`src/rtl/digit_scan_mux.sv`:
```
// digit_scan_mux: multiplexes N_DIGITS nibbles onto one display7 decoder with dead-time and frame-coherent updates (option: LEADING_ZERO_BLANK_EN)
module digit_scan_mux #(
    parameter int CLK_HZ   = 27_000_000,
    parameter int FRAME_HZ = 250,
    parameter int N_DIGITS = 4,
    parameter int DEAD_CYC = 64,
    localparam int SLOT_CYC = CLK_HZ / (FRAME_HZ * N_DIGITS),
    localparam int IDX_W    = $clog2(N_DIGITS),
    localparam int CNT_W    = $clog2(SLOT_CYC)
) (
    input  logic                  clk,
    input  logic                  rst_n,
    input  logic                  load,
    input  logic [4*N_DIGITS-1:0] data_in,
    input  logic [N_DIGITS-1:0]   blank_mask,
    output logic [3:0]            digit,
    output logic [N_DIGITS-1:0]   anodes,
    output logic [IDX_W-1:0]      digit_idx,
    output logic                  frame_start
);
    typedef enum logic {DEAD, ON} state_t;
    state_t                state, state_nx;
    logic [CNT_W-1:0]      cnt, cnt_nx;
    logic [IDX_W-1:0]      idx_nx;
    logic                  first, slot_end, wrap;
    logic [4*N_DIGITS-1:0] sh_d, sh_d_nx, act_d, act_d_nx;
    logic [N_DIGITS-1:0]   sh_b, sh_b_nx, act_b, act_b_nx, eff_b;
`ifdef LEADING_ZERO_BLANK_EN
    logic [N_DIGITS-1:0]   lz;
    logic                  zrun;
`endif

    assign slot_end = (state == ON) && (cnt == CNT_W'(SLOT_CYC - 1));
    assign wrap     = slot_end && (digit_idx == IDX_W'(N_DIGITS - 1));

    // Next-state: the first cycle after reset acts as digit 0's DEAD entry without a data copy
    always_comb begin
        state_nx = state;
        cnt_nx   = cnt + 1'b1;
        idx_nx   = digit_idx;
        if (first) begin
            cnt_nx = '0;
        end else if (state == DEAD && cnt == CNT_W'(DEAD_CYC - 1)) begin
            state_nx = ON;
        end else if (slot_end) begin
            state_nx = DEAD;
            cnt_nx   = '0;
            idx_nx   = wrap ? '0 : digit_idx + 1'b1;
        end
    end

    // Shadow captures loads; active takes the shadow (or a same-edge load) only at the frame wrap
    always_comb begin
        sh_d_nx = load ? data_in : sh_d;
        sh_b_nx = load ? blank_mask : sh_b;
`ifdef LEADING_ZERO_BLANK_EN
        lz   = '0;
        zrun = 1'b1;
        for (int k = N_DIGITS - 1; k > 0; k--) begin
            zrun  = zrun && (sh_d_nx[4*k +: 4] == 4'd0);
            lz[k] = zrun;
        end
        eff_b = sh_b_nx | lz;
`else
        eff_b = sh_b_nx;
`endif
        act_d_nx = wrap ? sh_d_nx : act_d;
        act_b_nx = wrap ? eff_b : act_b;
    end

    // Scan state register
    always_ff @(posedge clk or negedge rst_n) begin
        if (!rst_n) begin
            state     <= DEAD;
            cnt       <= '0;
            digit_idx <= '0;
            first     <= 1'b1;
        end else begin
            state     <= state_nx;
            cnt       <= cnt_nx;
            digit_idx <= idx_nx;
            first     <= 1'b0;
        end
    end

    // Shadow and active data/blank registers; blanks reset dark so nothing shows before a load
    always_ff @(posedge clk or negedge rst_n) begin
        if (!rst_n) begin
            sh_d  <= '0;
            sh_b  <= '1;
            act_d <= '0;
            act_b <= '1;
        end else begin
            sh_d  <= sh_d_nx;
            sh_b  <= sh_b_nx;
            act_d <= act_d_nx;
            act_b <= act_b_nx;
        end
    end

    // Registered outputs; digit only moves when index or active data move, both at DEAD entry
    always_ff @(posedge clk or negedge rst_n) begin
        if (!rst_n) begin
            anodes      <= '1;
            digit       <= '0;
            frame_start <= 1'b0;
        end else begin
            anodes      <= (state_nx == ON && !act_b_nx[idx_nx]) ? ~(N_DIGITS'(1) << idx_nx) : '1;
            digit       <= act_d_nx[{idx_nx, 2'b00} +: 4];
            frame_start <= first | wrap;
        end
    end
endmodule
```
`config.mk`:
```
export PLATFORM = sky130hd
export DESIGN_NAME = digit_scan_mux
export DESIGN_NICKNAME = d
export VERILOG_FILES = /design/src/rtl/digit_scan_mux.sv
export SDC_FILE = /design/constraint.sdc
export NUM_CORES = 1
export LEC_CHECK = 0
export ABC_AREA = 1
export CAP_MARGIN = 10
export CORE_MARGIN = 10
export CORE_UTILIZATION = 56
export DETAILED_ROUTE_END_ITERATION = 8
export PLACE_DENSITY_LB_ADDON = 0.25
export SYNTH_ARGS = -nofsm -noshare
export SYNTH_HDL_FRONTEND = slang
export SYNTH_SLANG_ARGS = --single-unit
```
`constraint.sdc`:
```
create_clock -name clk -period 2 [get_ports clk]
set_input_delay 0.4 -clock clk [delete_from_list [all_inputs] [get_ports clk]]
set_output_delay 0.4 -clock clk [all_outputs]
set_load 0.1 [all_outputs]
```
Yosys cells after proc, flatten, opt, wreduce, memory -nomap -nowiden --
Cells that the tools add are included.
Cells by class: add/sub/neg operators 2, multiply operators 0, divide/modulo/power cells 0, magnitude comparators 1, equality and inequality tests 3, shift-type cells 2, muxes and demuxes 17, bitwise operators 3, reductions and logical operators 5
Operators with widths (number):
- $mux 15 | 3
- $mux 16 | 2
- $shiftx 16x5->4 | 1
- $add 15x1->15 const B | 1
- $eq 15x15->1 const B | 1
- $eq 15x6->1 const B | 1
- $mux 4 | 3
- $mux 2 | 4
- $logic_and 1x1->1 | 4
- $mux 1 | 4
- $not 4->4 | 1
- $shl 1x2->4 const A | 1
- $lt 2x3->1 const B | 1
- $add 2x1->2 const B | 1
- $bmux 1 s2 | 1
- $eq 2x2->1 const B | 1
- $logic_not 1->1 | 1
- $not 1->1 | 1
- $or 1x1->1 | 1
Word-level totals: register bits after elaboration 68, latch bits 0, memory bits (writable) 0, ROM bits 0, input port bits 23, output and inout bits 11, logic and storage cells 44, memories kept 0

Depth between registers and ports, before layout --
Gate-level depths: netlist (run 1).
depth after elaboration 12, mapped depth 13, depth with buffers taken out 13

Worst setup path before layout (run 1) --
Ideal clock, no wire load.
path type register to register, start register digit_idx[0], end register anodes[1], library setup time 0.087 ns, arrival time 2.112 ns, required time 1.913 ns, setup slack -0.199 ns, cell stages (with the launch flop) 10, path buffers 1, period minus slack after synthesis 2.199 ns, cell sequence dfrtp_1 ha_1 nand4_1 buf_4 nand2_2 nand2_2 nand3_1 nand2_2 nor2_4 nand3_1
On the way: elaborated cells between the ends (all ways) 15, those cells by class 1 x add/sub; 1 x eq/ne; 1 x shift; 8 x mux; 1 x bitwise; 3 x reduce/logical
RTL lines:
- start: declaration | RTL line 18 | output logic [IDX_W-1:0] digit_idx,
- start signal: assignment | RTL line 81 | digit_idx <= idx_nx;
- $eq 2x2->1 | RTL line 34 | assign wrap = slot_end && (digit_idx == IDX_W'(N_DIGITS - 1));
- $logic_and 1x1->1 | RTL line 34
- $mux 4 | RTL line 68 | act_b_nx = wrap ? eff_b : act_b;
- net act_b_nx[0] | RTL line 27 | logic [N_DIGITS-1:0] sh_b, sh_b_nx, act_b, act_b_nx, eff_b;
- $bmux 1 s2 | RTL line 108 | anodes <= (state_nx == ON && !act_b_nx[idx_nx]) ? ~(N_DIGITS'(1) << idx_nx) : '1;
- $mux 1 (not written as such) | RTL line 108
- $logic_not 1->1 | RTL line 108
- $logic_and 1x1->1 | RTL line 108
- $mux 4 | RTL line 108
- end signal: assignment | RTL line 108
- end: declaration | RTL line 17 | output logic [N_DIGITS-1:0] anodes,
The timed path passes the listed nets, and every way through them passes these cells. The select of a mux whose other input is x is not followed.

Final worst setup path (run 1) --
start register cnt[0], end register digit[0]
On the way: elaborated cells between the ends (all ways) 11, those cells by class 2 x eq/ne; 1 x shift; 5 x mux; 3 x reduce/logical
RTL lines:
- start: declaration | RTL line 23 | logic [CNT_W-1:0] cnt, cnt_nx;
- start signal: assignment | RTL line 80 | cnt <= cnt_nx;
- $eq 15x15->1 | RTL line 33 | assign slot_end = (state == ON) && (cnt == CNT_W'(SLOT_CYC - 1));
- $logic_and 1x1->1 | RTL line 33
- $logic_and 1x1->1 | RTL line 34
- $mux 16 | RTL line 67 | act_d_nx = wrap ? sh_d_nx : act_d;
- net act_d_nx[12] | RTL line 26 | logic [4*N_DIGITS-1:0] sh_d, sh_d_nx, act_d, act_d_nx;
- $shiftx 16x5->4 | RTL line 109 | digit <= act_d_nx[{idx_nx, 2'b00} +: 4];
- end signal: assignment | RTL line 109
- end: declaration | RTL line 16 | output logic [3:0] digit,
The timed path passes the listed nets, and every way through them passes these cells.

==> results of run 1 <==
==> cell families (layout without fill, tap and decap cells) <==
logic type	after synthesis	count (layout)	synth area share [%]
mux	1	1	0.316
xor+xnor	2	2	0.552
buf+inv	54	103	6.82
simple gates	207	207	32.1
other cells	1	1	0.118
compound gates	29	29	5.17
fa+ha+maj	2	2	0.789
flops	68	68	54.2
==> tightest hold or removal path: stages, from the launching register on <==
cell and delay [ns]:
sky130_fd_sc_hd__dfrtp_1 0.33, sky130_fd_sc_hd__nand2_1 0.05, sky130_fd_sc_hd__nand2_1 0.06
==> cell usage after synthesis (2+ instances only) <==
master                     instances  area [sq um]
sky130_fd_sc_hd__nand2_2          12          75.1
sky130_fd_sc_hd__a211oi_1          3          22.5
sky130_fd_sc_hd__nand3_4           2          35.0
sky130_fd_sc_hd__dfstp_2          13           342
sky130_fd_sc_hd__o21ai_2           3          26.3
sky130_fd_sc_hd__nand2_4           2          22.5
sky130_fd_sc_hd__nand3_1          15          75.1
sky130_fd_sc_hd__inv_1            38           143
sky130_fd_sc_hd__nand3_2           3          30.0
sky130_fd_sc_hd__nor2_2            8          50.1
sky130_fd_sc_hd__nor2_4            4          45.0
sky130_fd_sc_hd__clkbuf_1          4          15.0
sky130_fd_sc_hd__nand4_1          13          81.3
sky130_fd_sc_hd__nor2_8            2          40.0
sky130_fd_sc_hd__ha_1              2          25.0
sky130_fd_sc_hd__xor2_1            2          17.5
sky130_fd_sc_hd__o21ai_1          11          55.1
sky130_fd_sc_hd__nor3_1            5          25.0
sky130_fd_sc_hd__a21oi_1           5          25.0
sky130_fd_sc_hd__inv_2             6          22.5
sky130_fd_sc_hd__clkinv_1          2          7.51
sky130_fd_sc_hd__o21ai_0           7          35.0
sky130_fd_sc_hd__nor2_1           17          63.8
sky130_fd_sc_hd__nand2_1         121           454
sky130_fd_sc_hd__dfrtp_1          55          1380
==> through the flow <==
| stage | power, mW | TNS, ns | worst slack (ns) | hold slack [ns] | cell area [sq um] |
|---|---|---|---|---|---|
| 2_1_floorplan | 1.54 | 0 | 0.112 | 0.104 | 3170 |
| 3_3_place_gp | 1.64 | 0 | 0.0163 | 0.358 | 3620 |
| 3_5_place_dp | 1.64 | -0.0933 | -0.0307 | 0.364 | 3620 |
| 4_1_cts | 2.78 | 0 | 0.0561 | 0.473 | 3830 |
| 5_1_grt | 2.87 | -0.0983 | -0.0481 | 0.483 | 3880 |
| 6_report | 2.77 | 0 | 0.133 | 0.473 | 3880 |
==> what timing repair did <==
action,4_1_cts,5_1_grt
endpoints found under the setup margin,0,13
hold endpoints to repair,14,0
gates resized for setup,0,15
hold buffers,1,0
setup buffers,0,1
==> area by class of cell <==
| type | count | area [sq um] |
|---|---|---|
| sequential | 68 | 1720 |
| fill | 399 | 1630 |
| multi-input combinational | 242 | 1270 |
| timing repair buffer | 40 | 415 |
| inverter | 47 | 178 |
| clock buffer | 10 | 138 |
| tap | 72 | 90.1 |
| clock inverter | 6 | 63.8 |
==> placed cells by master (no fill, tap or decap), types with 2 or more instances in the layout <==
cell,n
sky130_fd_sc_hd__nand2_1,119
sky130_fd_sc_hd__dfrtp_1,53
sky130_fd_sc_hd__inv_1,37
sky130_fd_sc_hd__clkdlybuf4s50_1,21
sky130_fd_sc_hd__nor2_1,16
sky130_fd_sc_hd__o21ai_1,16
sky130_fd_sc_hd__nand3_1,15
sky130_fd_sc_hd__nand2_2,13
sky130_fd_sc_hd__nand4_1,13
sky130_fd_sc_hd__dfstp_2,13
sky130_fd_sc_hd__buf_4,12
sky130_fd_sc_hd__clkbuf_8,10
sky130_fd_sc_hd__nor2_4,8
sky130_fd_sc_hd__inv_2,7
sky130_fd_sc_hd__nor2_2,5
sky130_fd_sc_hd__nor3_1,5
sky130_fd_sc_hd__a21oi_1,5
sky130_fd_sc_hd__buf_12,5
sky130_fd_sc_hd__clkinv_2,3
sky130_fd_sc_hd__nand2_4,3
sky130_fd_sc_hd__nand3_2,3
sky130_fd_sc_hd__o21ai_2,3
sky130_fd_sc_hd__a211oi_1,3
sky130_fd_sc_hd__clkinv_1,2
sky130_fd_sc_hd__nand3_4,2
sky130_fd_sc_hd__nor2_8,2
sky130_fd_sc_hd__o21ai_0,2
sky130_fd_sc_hd__xor2_1,2
sky130_fd_sc_hd__clkinvlp_4,2
sky130_fd_sc_hd__dfrtp_2,2
==> final timing paths <==
kind,endpoint
worst max register to register,digit[0]
worst min register to register,sh_d[8]
min in group asynchronous,cnt[4]
worst min-delay path,sh_d[8]
worst max-delay path,digit[0]
max in group asynchronous,act_b[1]
==> sequential cells by signal (all words and copies together), names as in the netlist <==
name and cells:
act_b 4, act_d 16, anodes 4, cnt 15, digit 4, digit_idx 2
first 1, frame_start 1, sh_b 4, sh_d 16, state 1
==> report_power, final <==
| group | total (mW) | switching (mW) | internal (mW) |
|---|---|---|---|
| clock network | 1.15 | 0.539 | 0.606 |
| logic | 0.181 | 0.108 | 0.0725 |
| registers | 1.44 | 0.0155 | 1.42 |
| total | 2.77 | 0.663 | 2.10 |
==> layer usage <==
metal / wire, microns / global-route usage (%)
met1: 3250 / 22.4
met2: 3170 / 24.4
met3: 526 / 5.81
met4: 103 / 6.36
met5: 0 / 0
==> key figures, run 1 <==
Setup path
  • Worst setup slack for register-to-register paths: 0.13 ns
  • Delay contributed by the slowest stage of the critical path: around 0.38 ns
  • Critical Path End Type: flop
  • Setup crit start: cnt[0]
  • Delay-heaviest family, CP: simple AND/OR/NAND/NOR gates
  • Cell type of the slowest stage on the worst timing path: sky130_fd_sc_hd__dfrtp_1
  • Req. time, crit path: between 2 and 2.5 ns
  • Kind of start point of the critical path: flop
  • Launch instance of the worst register-to-register path: cnt[0]
  • Classification of the worst setup path: flop to flop
  • Worst Path Arrival: around 2.2 ns
  • Worst reg-to-reg path cell count: 9
  • Depth of the critical timing path with buffers and inverters included: 9
  • Cell chain of the critical path: ha_2 -> nand2_1 -> nor2_1 -> nand2_2 -> nor2_8 -> nand3_4 -> o21ai_0 -> nand2_1 -> nand4_1
  • Most Frequent Cell on Critical Path: sky130_fd_sc_hd__nand2_1
  • Number of buffers and inverters on the critical path: 0
  • Maximum fanout encountered on the critical timing path: 16

GRT
  • Antenna violations before repair: 0
  • GRT Overall Usage: 16.7%
  • Pin count of the biggest net entering global routing: between 50 and 60
  • Leftover overflow at the end of global routing: 0
  • Global-route wire length before repair: ~12 mm
  • Vias in the first global route: about 2500

STA
  • Minimum period implied by the final worst setup slack: approximately 1.9 ns
  • Final Max Slew Viols: 0
  • Worst-case clock skew: around 0.0061 ns
  • Achievable Freq: 0.536 GHz
  • Unrepaired setup endpoints after global routing: yes
  • Number of endpoints with negative hold slack in the final report: 0
  • Setup violation total in the final timing report: 0
  • Period Utilization, post-route: between 90% and 100%

Place
  • Gp weighted congestion: 0.867
  • Port Buffer Count: 33
  • Cells after DPL: about 470
  • Final HPWL DP: roughly 5 mm

Floorplan
  • I/O pin cnt: 34
  • Die Ht: 95.3 microns
  • Die Width: around 95 microns
  • Standard-cell rows: 27
  • Area of the core: around 5500 sq um
  • Area of the die: roughly 9100 sq um
  • Initial Util: between 50% and 60%

Synthesis
  • Number of enable-type register cells in the synthesized netlist: 0
  • Count of state elements after synthesis: 68
  • Fraction of synthesis flops using an asynchronous set or reset pin: 100%
  • Distinct cell type count of the synthesized netlist: 34
  • Instance count of the mapped netlist: approximately 360
  • Share of synthesized area occupied by flip-flops and latches: between 50% and 60%
  • Synthesized area divided by synthesized cell count: approximately 8.7 sq um
  • Post-synth net total: between 300 and 400
  • Area of the mapped netlist: between 3000 and 4000 sq um
  • Warning count from the yosys run: 0
  • Dominant register cell in the synthesized netlist: sky130_fd_sc_hd__dfrtp_1

CTS
  • Clk_lat worst skew: 0.35 ns
  • TritonCTS clock tree: built
  • Worst-path clk slew: 0.08 ns
  • Num CTS Buffers: 9
  • Htree depth: 3
  • CTS Buffer Depth: 2
  • Clock root cell: sky130_fd_sc_hd__clkbuf_8
  • TritonCTS Sinks: around 70

Status
  • Run status: finished clean

Power
  • Power per standard cell area: between 700 and 800 nW/um^2
  • Static power due to leakage: 1.89 nW
  • Peak supply drop: between 0.4 and 0.5 mV

Routing
  • WL per Instance: roughly 15 microns
  • Total number of vias: between 2000 and 3000
  • Post-detailed-route DRC marker count: 0
  • Remaining number of nets flagged by the antenna check after routing: 0
  • DR vias/cell: a little over 5
  • Final routed wirelength across all metal layers: 7.05 mm
  • Detailed-router iteration count before antenna repair: 4
  • Number of DRC markers in iteration 0: slightly above 90

Worst hold path
  • Path type of the worst min-delay path: flop to flop
  • Hold Startpoint: sh_d[8]
  • Hold-critical path depth: 2

Finish
  • Number of diodes added for antenna fixing: 0
  • Signed area change from the synthesized netlist to the final layout: 22.2%
  • Fin nets: about 430
  • Utilization of the core after routing: 70.4%
  • Fraction of final layout cells with drive strength greater than 1: between 20% and 30%
  • Number of standard cells in the layout, taps in and fillers out: 485

Run
  • Reported max-cap violation count: 0
No activity file was read; power rests on OpenSTA's default activity.
==> run 2, diff against run 1 <==
--- a/config.mk
+++ b/config.mk
@@ -10,6 +10,7 @@
 export CORE_MARGIN = 10
 export CORE_UTILIZATION = 56
 export DETAILED_ROUTE_END_ITERATION = 8
+export HOLD_SLACK_MARGIN = 0.02
 export PLACE_DENSITY_LB_ADDON = 0.25
 export SYNTH_ARGS = -nofsm -noshare
 export SYNTH_HDL_FRONTEND = slang
==> results of run 2 <==
The final DEF is identical to that of run 1; final timing and power are the same.
